===== src/rtl/dmem_uart.sv =====
// rtl/dmem_uart.sv - memory-mapped 8N1 UART responder on the core data-memory bus
module dmem_uart #(
  parameter int TX_DEPTH        = 8,
  parameter int DEFAULT_DIVISOR = 434
) (
  input  logic        clk,
  input  logic        reset_n,
  input  logic [31:0] dmem_address,
  input  logic        dmem_enable,
  input  logic [31:0] dmem_write_data,
  input  logic        dmem_write_enable,
  input  logic [2:0]  dmem_write_mode,
  input  logic        dmem_read_enable,
  input  logic [2:0]  dmem_read_mode,
  output logic [31:0] dmem_read_data,
  output logic        dmem_wait,
  input  logic        uart_rx,
  output logic        uart_tx
);

  localparam int          AW      = $clog2(TX_DEPTH);
  localparam logic [AW:0] DEPTH_P = TX_DEPTH[AW:0];
  localparam logic [15:0] DEF_DIV = 16'(DEFAULT_DIVISOR);

  typedef enum logic [1:0] {S_IDLE, S_START, S_DATA, S_STOP} state_e;

  logic [1:0]  sel;
  logic        wr_req, rd_req, push, rx_pop;
  logic [AW:0] wr_ptr_q, rd_ptr_q, fifo_count;
  logic        fifo_empty, fifo_full, tx_empty;
  logic [7:0]  fifo_mem [TX_DEPTH];
  logic [15:0] divisor_q;

  state_e      tx_state_q, tx_state_d;
  logic [15:0] tx_cnt_q, tx_cnt_d, tx_div_q, tx_div_d;
  logic [2:0]  tx_idx_q, tx_idx_d;
  logic [7:0]  tx_shift_q, tx_shift_d;
  logic        tx_pop, tx_bit_end;

  state_e      rx_state_q, rx_state_d;
  logic [15:0] rx_cnt_q, rx_cnt_d, rx_div_q, rx_div_d, rx_half_m1;
  logic [2:0]  rx_idx_q, rx_idx_d;
  logic [7:0]  rx_shift_q, rx_shift_d, rx_byte_q;
  logic        rx_s1_q, rx_s2_q, rx_prev_q, rx_bit_end;
  logic        rx_load, rx_ferr, rx_valid_q, overrun_q, frame_err_q;

  logic unused_ok;
  assign unused_ok = ^{dmem_write_mode, dmem_read_mode, dmem_address[31:4],
                       dmem_address[1:0], dmem_write_data[31:16]};

  assign sel        = dmem_address[3:2];
  assign wr_req     = dmem_enable & dmem_write_enable;
  assign rd_req     = dmem_enable & dmem_read_enable & ~dmem_write_enable;
  assign fifo_count = wr_ptr_q - rd_ptr_q;
  assign fifo_empty = (fifo_count == '0);
  assign fifo_full  = (fifo_count == DEPTH_P);
  assign dmem_wait  = wr_req & (sel == 2'd0) & fifo_full;
  assign push       = wr_req & (sel == 2'd0) & ~fifo_full;
  assign rx_pop     = rd_req & (sel == 2'd0);
  assign tx_empty   = fifo_empty & (tx_state_q == S_IDLE);

  always_comb begin
    dmem_read_data = '0;
    if (dmem_enable && dmem_read_enable) begin
      case (sel)
        2'd0:    dmem_read_data = {24'b0, rx_byte_q};
        2'd1:    dmem_read_data = {27'b0, frame_err_q, overrun_q, rx_valid_q, tx_empty, fifo_full};
        2'd2:    dmem_read_data = {16'b0, divisor_q};
        default: dmem_read_data = '0;
      endcase
    end
  end

  always_ff @(posedge clk) begin
    if (push) fifo_mem[wr_ptr_q[AW-1:0]] <= dmem_write_data[7:0];
  end

  // Transmitter: next frame is loaded straight from STOP so queued bytes leave with no idle gap.
  assign tx_bit_end = (tx_cnt_q == tx_div_q - 16'd1);

  always_comb begin
    tx_state_d = tx_state_q;
    tx_cnt_d   = tx_cnt_q;
    tx_div_d   = tx_div_q;
    tx_idx_d   = tx_idx_q;
    tx_shift_d = tx_shift_q;
    tx_pop     = 1'b0;
    if (tx_state_q != S_IDLE) tx_cnt_d = tx_bit_end ? 16'd0 : tx_cnt_q + 16'd1;
    case (tx_state_q)
      S_IDLE: begin
        if (!fifo_empty) begin
          tx_pop     = 1'b1;
          tx_shift_d = fifo_mem[rd_ptr_q[AW-1:0]];
          tx_div_d   = divisor_q;
          tx_cnt_d   = 16'd0;
          tx_state_d = S_START;
        end
      end
      S_START: begin
        if (tx_bit_end) begin
          tx_idx_d   = 3'd0;
          tx_state_d = S_DATA;
        end
      end
      S_DATA: begin
        if (tx_bit_end) begin
          tx_shift_d = {1'b0, tx_shift_q[7:1]};
          tx_idx_d   = tx_idx_q + 3'd1;
          if (tx_idx_q == 3'd7) tx_state_d = S_STOP;
        end
      end
      S_STOP: begin
        if (tx_bit_end) begin
          if (!fifo_empty) begin
            tx_pop     = 1'b1;
            tx_shift_d = fifo_mem[rd_ptr_q[AW-1:0]];
            tx_div_d   = divisor_q;
            tx_state_d = S_START;
          end else begin
            tx_state_d = S_IDLE;
          end
        end
      end
      default: tx_state_d = S_IDLE;
    endcase
  end

  always_comb begin
    case (tx_state_q)
      S_START: uart_tx = 1'b0;
      S_DATA:  uart_tx = tx_shift_q[0];
      default: uart_tx = 1'b1;
    endcase
  end

  // Receiver: start bit confirmed at half a bit, then every sample lands at a bit centre.
  assign rx_half_m1 = {1'b0, rx_div_q[15:1]} - 16'd1;
  assign rx_bit_end = (rx_cnt_q == rx_div_q - 16'd1);

  always_comb begin
    rx_state_d = rx_state_q;
    rx_cnt_d   = rx_cnt_q + 16'd1;
    rx_div_d   = rx_div_q;
    rx_idx_d   = rx_idx_q;
    rx_shift_d = rx_shift_q;
    rx_load    = 1'b0;
    rx_ferr    = 1'b0;
    case (rx_state_q)
      S_IDLE: begin
        rx_cnt_d = 16'd0;
        if (rx_prev_q && !rx_s2_q) begin
          rx_div_d   = divisor_q;
          rx_state_d = S_START;
        end
      end
      S_START: begin
        if (rx_cnt_q == rx_half_m1) begin
          rx_cnt_d   = 16'd0;
          rx_idx_d   = 3'd0;
          rx_state_d = rx_s2_q ? S_IDLE : S_DATA;
        end
      end
      S_DATA: begin
        if (rx_bit_end) begin
          rx_cnt_d   = 16'd0;
          rx_shift_d = {rx_s2_q, rx_shift_q[7:1]};
          rx_idx_d   = rx_idx_q + 3'd1;
          if (rx_idx_q == 3'd7) rx_state_d = S_STOP;
        end
      end
      S_STOP: begin
        if (rx_bit_end) begin
          rx_cnt_d   = 16'd0;
          rx_load    = rx_s2_q;
          rx_ferr    = ~rx_s2_q;
          rx_state_d = S_IDLE;
        end
      end
      default: rx_state_d = S_IDLE;
    endcase
  end

  always_ff @(posedge clk or negedge reset_n) begin
    if (!reset_n) begin
      wr_ptr_q    <= '0;
      rd_ptr_q    <= '0;
      divisor_q   <= DEF_DIV;
      tx_state_q  <= S_IDLE;
      tx_cnt_q    <= '0;
      tx_div_q    <= DEF_DIV;
      tx_idx_q    <= '0;
      tx_shift_q  <= '0;
      rx_state_q  <= S_IDLE;
      rx_cnt_q    <= '0;
      rx_div_q    <= DEF_DIV;
      rx_idx_q    <= '0;
      rx_shift_q  <= '0;
      rx_s1_q     <= 1'b1;
      rx_s2_q     <= 1'b1;
      rx_prev_q   <= 1'b1;
      rx_byte_q   <= '0;
      rx_valid_q  <= 1'b0;
      overrun_q   <= 1'b0;
      frame_err_q <= 1'b0;
    end else begin
      if (push)   wr_ptr_q <= wr_ptr_q + 1'b1;
      if (tx_pop) rd_ptr_q <= rd_ptr_q + 1'b1;
      if (wr_req && sel == 2'd2)
        divisor_q <= (dmem_write_data[15:0] < 16'd4) ? 16'd4 : dmem_write_data[15:0];
      tx_state_q <= tx_state_d;
      tx_cnt_q   <= tx_cnt_d;
      tx_div_q   <= tx_div_d;
      tx_idx_q   <= tx_idx_d;
      tx_shift_q <= tx_shift_d;
      rx_state_q <= rx_state_d;
      rx_cnt_q   <= rx_cnt_d;
      rx_div_q   <= rx_div_d;
      rx_idx_q   <= rx_idx_d;
      rx_shift_q <= rx_shift_d;
      rx_s1_q    <= uart_rx;
      rx_s2_q    <= rx_s1_q;
      rx_prev_q  <= rx_s2_q;
      if (wr_req && sel == 2'd1 && dmem_write_data[3]) overrun_q   <= 1'b0;
      if (wr_req && sel == 2'd1 && dmem_write_data[4]) frame_err_q <= 1'b0;
      if (rx_ferr) frame_err_q <= 1'b1;
      if (rx_load) begin
        rx_byte_q  <= rx_shift_q;
        rx_valid_q <= 1'b1;
        if (rx_valid_q && !rx_pop) overrun_q <= 1'b1;
      end else if (rx_pop) begin
        rx_valid_q <= 1'b0;
      end
    end
  end

endmodule

===== config.mk =====
export PLATFORM = sky130hd
export DESIGN_NAME = dmem_uart
export DESIGN_NICKNAME = d
export VERILOG_FILES = /design/src/rtl/dmem_uart.sv
export SDC_FILE = /design/constraint.sdc
export NUM_CORES = 1
export LEC_CHECK = 0
export CAP_MARGIN = 20
export CORE_ASPECT_RATIO = 0.5
export CORE_MARGIN = 2
export CORE_UTILIZATION = 45
export CTS_BUF_LIST = sky130_fd_sc_hd__clkbuf_8
export DETAILED_ROUTE_END_ITERATION = 8
export DONT_BUFFER_PORTS = 1
export PLACE_DENSITY = 0.66
export SYNTH_ARGS = -nofsm -noshare
export SYNTH_HDL_FRONTEND = slang
export SYNTH_SLANG_ARGS = --single-unit

===== constraint.sdc =====
create_clock -name clk -period 3.85 [get_ports clk]
set_input_delay 0.77 -clock clk [delete_from_list [all_inputs] [get_ports clk]]
set_output_delay 0.77 -clock clk [all_outputs]
set_load 0.05 [all_outputs]

==> results.json <==
{
  "antenna_left": 0,
  "intPower_w": 0.004652,
  "min_path_type": "input port to asynchronous set/reset pin",
  "maxSlewViolCount": 0,
  "synthArstFlopShare_pct": 66.67,
  "wl_per_cell_um": 17.40,
  "drive_gt1_share_pct": 21.41,
  "post_cts_buffers": 0,
  "pwr_density_cell_nw_per_um2": 691.7,
  "synth-seq-cells": 192,
  "h-tree-depth": 4,
  "insertion_delay_ps": 480,
  "p_comb_share_pct": 41.0,
  "synth_area_um2": 10150,
  "status": "finished clean",
  "yosysTopAreaCellShare_pct": 27.12,
  "drc_errors": 0,
  "die_h_um": 110.2,
  "clock_path_buffers": 2,
  "p_seq_share_pct": 41.2,
  "antennaDiodeCount": 0,
  "postPlaceCellArea_um2": 10470,
  "path_clk_slew_ps": 110,
  "start_util_pct": 46.31,
  "yosysTopAreaCell": "dfrtp_1",
  "grt_pass1_wl_um": 33940,
  "cap_violations": 0,
  "antenna_found_initial": 1,
  "synth_top_flop_cell": "dfrtp_1",
  "worst_slew_pin_slew_ps": 882.1,
  "ir_worst_vdd_v": 0.0002687,
  "finalNetCount": 960,
  "core_um2": 21920,
  "cts_root_buf": "clkbuf_8",
  "cts_buffers": 17,
  "yosys_warnings": 0,
  "drt_iter0_markers": 424,
  "skew_ps": 17.13,
  "regArea_um2": 5147,
  "final_cell_area_um2": 10910,
  "instances_no_fill": 1178,
  "fin_total_pwr_w": 0.007547,
  "place_hpwl_um": 14290,
  "grt_util_all_layers_pct": 18.31,
  "path_class": "flip-flop to flip-flop",
  "vias_per_cell": 5.502,
  "fin_ws_ps": 100.0,
  "timing.fmax_mhz": 266.7,
  "nFillCells": 1919,
  "hold_viol": 0,
  "cts_tree": "yes",
  "synth_edf_count": 64,
  "max-slew-margin-rel_pct": 40.97,
  "preCtsSetupSlack_ps": 124.3,
  "cp_max_fo": 8,
  "grt_max_degree": 111,
  "io_buffers": 0,
  "synth_seq_area_share_pct": 50.71,
  "multi_input_area_um2": 4707,
  "finalWirelength_um": 20500,
  "switching_share_pct": 38.36,
  "pin_count": 110,
  "dieArea_um2": 23850,
  "ys_top_cells_by_area": "dfrtp_1 (27%), edfxtp_1 (19%), mux2_2 (6.9%)",
  "grt_pass1_vias": 6493,
  "gr-total-overflow": 0,
  "via_count": 6481,
  "fp-row-count": 38,
  "start_kind": "flip-flop",
  "pwr-share-clk_pct": 17.8,
  "drtPass1Iterations": 5,
  "numPlacedInstances": 1145,
  "place_congestion": 0.8611,
  "worstPathArrival_ps": 4120,
  "net-switching-power_w": 0.002895,
  "areaGrowthSynthToFinish_pct": 7.495,
  "die_x_um": 216.4,
  "period_needed_ps": 3750,
  "synthCells": 865,
  "yosysUniqueCellTypes": 74,
  "cp-end-kind": "flip-flop",
  "syn_area_per_cell_um2": 11.73,
  "fin_crit_sh_pct": 97.40,
  "cts_sinks": 192,
  "static-leakage-power_nw": 4.368,
  "worst_ep_required_time_ps": 4220,
  "setup_violations": 0
}
==> worst max-delay path, cell delays in order (launching register included) <==
cell       delay, ps
dfrtp_1          470
or4_1            620
nor4_4           330
mux2_2           370
a31o_1           170
a221o_1          400
a2111oi_0        610
o22ai_2          320
mux2_2           350
==> synth_stat cells (all sizes together), types with 3 or more instances <==
cell	n
o31ai	5
o21ai	24
nand3b	5
a211oi	4
clkbuf	32
edfxtp	64
a21oi	16
or2	3
xor2	32
nand4b	3
or3b	5
o22ai	3
nor4b	5
mux4	16
and4	4
a31oi	7
nand4	10
nor2	68
inv	24
a21o	5
nor4	13
nand3	20
nand2b	11
or3	7
dfstp	18
o211ai	5
buf	26
xnor2	61
or4	8
mux2i	18
mux2	72
a31o	4
nor3b	8
and2	13
a22o	3
nor2b	7
nor3	21
nand2	50
dfrtp	110
and3	16
ha	19
==> layout by cell type, fill, tap and decap left out, types with 10 or more instances in the layout <==
master and count:
a21oi_1 16, and2_1 13, and3_1 16, buf_4 23, clkbuf_8 18, conb_1 16, dfrtp_1 110, dfstp_2 18
edfxtp_1 64, ha_1 19, inv_1 24, mux2_2 62, mux2_4 10, mux2i_1 18, mux4_2 16, nand2_1 50
nand2b_1 11, nand3_1 20, nand4_1 10, nor2_1 68, nor3_1 20, o21ai_0 22, xnor2_1 61, xor2_1 32
==> cell type report <==
| type | count | area share (%) |
|---|---|---|
| clock buffer | 18 | 2.271 |
| clock inverter | 14 | 1.307 |
| inverter | 24 | 0.8257 |
| multi-input combinational | 606 | 43.14 |
| sequential | 192 | 47.18 |
| tap | 300 | 3.440 |
| timing repair buffer | 24 | 1.835 |
==> power by group through the flow <==
stage	sequential, W	combinational, W	clock [W]
floorplan	0.00286	0.00274	0
global placement	0.00313	0.00297	0
detailed placement	0.00315	0.00306	0
CTS	0.00310	0.00310	0.00138
global route	0.00319	0.00344	0.00146
finish	0.00311	0.00309	0.00134
==> flip-flops by register name (all words and copies together), names as in the netlist, 2 cells and up, named ones only <==
register / cells
fifo_mem: 64
tx_state_q: 2
rx_cnt_q: 16
rd_ptr_q: 4
rx_idx_q: 3
tx_div_q: 16
tx_cnt_q: 16
tx_shift_q: 8
wr_ptr_q: 4
tx_idx_q: 3
rx_shift_q: 8
divisor_q: 16
rx_div_q: 16
rx_byte_q: 8
==> through the flow <==
step                util, %  TNS (ps)  hold slack [ps]
floorplan                 -         0            345.2
global placement      47.77         0            347.0
detailed placement    47.77         0            347.5
CTS                   49.67         0            82.83
global route          49.78    -4.493            68.95
finish                49.78         0            116.4
==> per-layer routing <==
layer / global-route usage (%) / routed length [um] / up-vias
li1: - / - / 3078
met2: 30.95 / 9825 / 115
met1: 23.23 / 9421 / 3264
met4: 6.018 / 318 / 0
met3: 4.883 / 932 / 24
met5: 0 / 0 / -
==> repair_timing <==
item,CTS,global route
endpoints found under the hold margin,110,0
hold buffers,1,0
resized for setup,0,3
setup endpoints to repair,0,24
==> worst paths after layout <==
check                                  from            end  slack, ps  cells past startpoint
min in group clk                    uart_rx        rx_s1_q        280                      0
max in group asynchronous           reset_n    tx_idx_q[0]       3160                      1
worst min-delay path                reset_n    tx_div_q[4]        120                      0
worst min register to register      rx_s1_q        rx_s2_q        360                      0
worst max register to register  tx_div_q[3]  tx_shift_q[2]        100                      8
worst max-delay path            tx_div_q[3]  tx_shift_q[2]        100                      8
==> kinds of logic after synthesis <==
| group | Yosys count | share of synthesized area (%) |
|---|---|---|
| simple gates | 281 | 15.31 |
| flops | 192 | 50.71 |
| mux | 106 | 13.68 |
| xor+xnor | 93 | 8.025 |
| compound gates | 91 | 6.078 |
| buf+inv | 82 | 3.809 |
| fa+ha+maj | 19 | 2.342 |
| other cells | 1 | 0.03695 |
(Power assumes the default switching activity.)
==> RTL edit, RTL diff (same flow settings) <==
The parameter `DEFAULT_DIVISOR` goes from 434 to 256.
--- a/src/rtl/dmem_uart.sv
+++ b/src/rtl/dmem_uart.sv
@@ -3,3 +3,3 @@
   parameter int TX_DEPTH        = 8,
-  parameter int DEFAULT_DIVISOR = 434
+  parameter int DEFAULT_DIVISOR = 256
 ) (
Formal check against the unedited RTL: not equivalent (a bounded check fails within 4 cycles, from zero or initial values and one cycle with reset_n low).
==> RTL edit against the unedited design <==
Sequential cell count unchanged. Critical path depth unchanged. Total power fell by 0.45%. Wire length increased by 1.1%. Global-route usage is essentially flat. Synthesized cell count unchanged. Via count shrank 0.29%. Design area down 0.25%. Synthesized area down 0.15%. Worst hold slack gained 2.5 ps. Setup slack improved by 30 ps. Sequential share of layout area is essentially flat.
==> RTL edit: results (changes against the unedited design) <==
- Outcome: completed (unchanged)
- Vias in the first global route: 6064 (was 6493)
- Worst reg-to-reg path cell count: 8 (unchanged)
- Slowest cell on crit path: or4_1 (unchanged)
- Xor/xnor share of the synthesized area: 0.0804 (was 0.0803)
- Cell family with most CP delay: simple AND/OR/NAND/NOR gates (was compound AO/OA/AOI/OAI gates)
- First-pass GRT wire length: 33300 um (was 33900 um)
- Hpwl dp: 14700 um (was 14300 um)
- Transition time of the tightest slew-check pin: 1100 ps (was 882 ps)
- Synth Area in Compound Gates: 0.0609 (was 0.0608)
- Plain + repair buffers: 26 (was 24)
- Multi-Input Combinational: 606 (unchanged)
- Critical Path Sink Type: flip-flop (unchanged)
- Inserted Clock Buffers: 17 (unchanged)
- R2R setup slack: 130 ps (was 100 ps)
- WP data arrival: 4080 ps (was 4120 ps)
- Ranking of synthesized cells by area: dfrtp_1 30%, edfxtp_1 19%, mux2_2 6.9% (was dfrtp_1 27%, edfxtp_1 19%, mux2_2 6.9%)
- Total track usage: 0.183 (about the same)
- Total leakage power: 4.38 nW (was 4.37 nW)
- Initial antenna violation count: 0 (was 1)
- Sequential share of the synthesized area: 0.506 (was 0.507)
- Seq/total area: 0.472 (about the same)
- DRT iter0 DRCs: 481 (was 424)
- H-tree Lvls: 4 (unchanged)
- Layout Nets: 962 (was 960)
- Post-Synth Adder-Cell Area: 0.0235 (was 0.0234)
- Layout non-clock buf frac: 0.0198 (was 0.0183)
- Global placer's final weighted congestion: 0.832 (was 0.861)
- Post-synth top cells: 122 x dfrtp_1, 68 x nor2_1, 64 x edfxtp_1 (was 110 x dfrtp_1, 68 x nor2_1, 64 x edfxtp_1)
- Multi-input gate area: 4690 sq um (was 4710 sq um)
- Critical Path Fanout Max: 16 (was 8)
- Number of synthesized flops with an enable pin: 64 (unchanged)
- Max IR drop VDD: 0.248 mV (was 0.269 mV)
- Clock-cell share: 0.0353 (was 0.0358)
- Area growth syn-to-layout: 7.38% (was 7.50%)
- Slowest Stage Delay on Critical Path: 600 ps (was 620 ps)
- Share of layout cells above drive strength 1: 0.203 (was 0.214)
- Wire per inst: 17.6 um (was 17.4 um)
- Max reg flops: 64 (unchanged)
- Vias per std cell: 5.48 (was 5.50)
- Fillcell total: 1953 (was 1919)
- Dpl cell area: 10500 sq um (unchanged)
- Hold buffers post-CTS: 1 (unchanged)
- Reg2reg start: tx_div_q[3]$_DFFE_PN0P_ (unchanged)
- Worst Clk Skew: 16.7 ps (was 17.1 ps)
- Terminus of the critical flop-to-flop path: tx_div_q[7]$_DFFE_PN0P_ (was tx_shift_q[2]$_DFFE_PN0P_)
- Largest net degree at the start of global routing: 123 (was 111)
- Root Buffer: clkbuf_8 (unchanged)
- Post-synthesis mux area share: 0.137 (about the same)
-- RTL edit: cell count changes after synthesis, sizes merged --
cell   before  now
dfrtp     110  122
dfstp      18    6
-- RTL edit: through the flow --
stage / TNS (ps) / setup slack (ps) / std cells / hold slack [ps]
after floorplan: 0 / 216 / 880 / 345
after global placement: 0 / 235 / 1147 / 346
after global routing: -17.7 / -6.39 / 1180 / 80.4
after CTS: 0 / 114 / 1180 / 84.1
final: 0 / 130 / 1180 / 119
after detailed placement: 0 / 184 / 1147 / 348
-- RTL edit: layer usage --
| metal | GRT usage | share of wire | up-vias |
|---|---|---|---|
| met5 | 0 | 0 | - |
| met4 | 0.0597 | 0.014 | 0 |
| met3 | 0.0326 | 0.040 | 18 |
| met2 | 0.294 | 0.47 | 118 |
| met1 | 0.254 | 0.48 | 3239 |
| li1 | - | - | 3087 |
-- RTL edit: power by group --
group	switching, mW	total, mW	internal [mW]
registers	0.589	3.09	2.50
logic	1.57	3.15	1.57
clock network	0.797	1.28	0.480
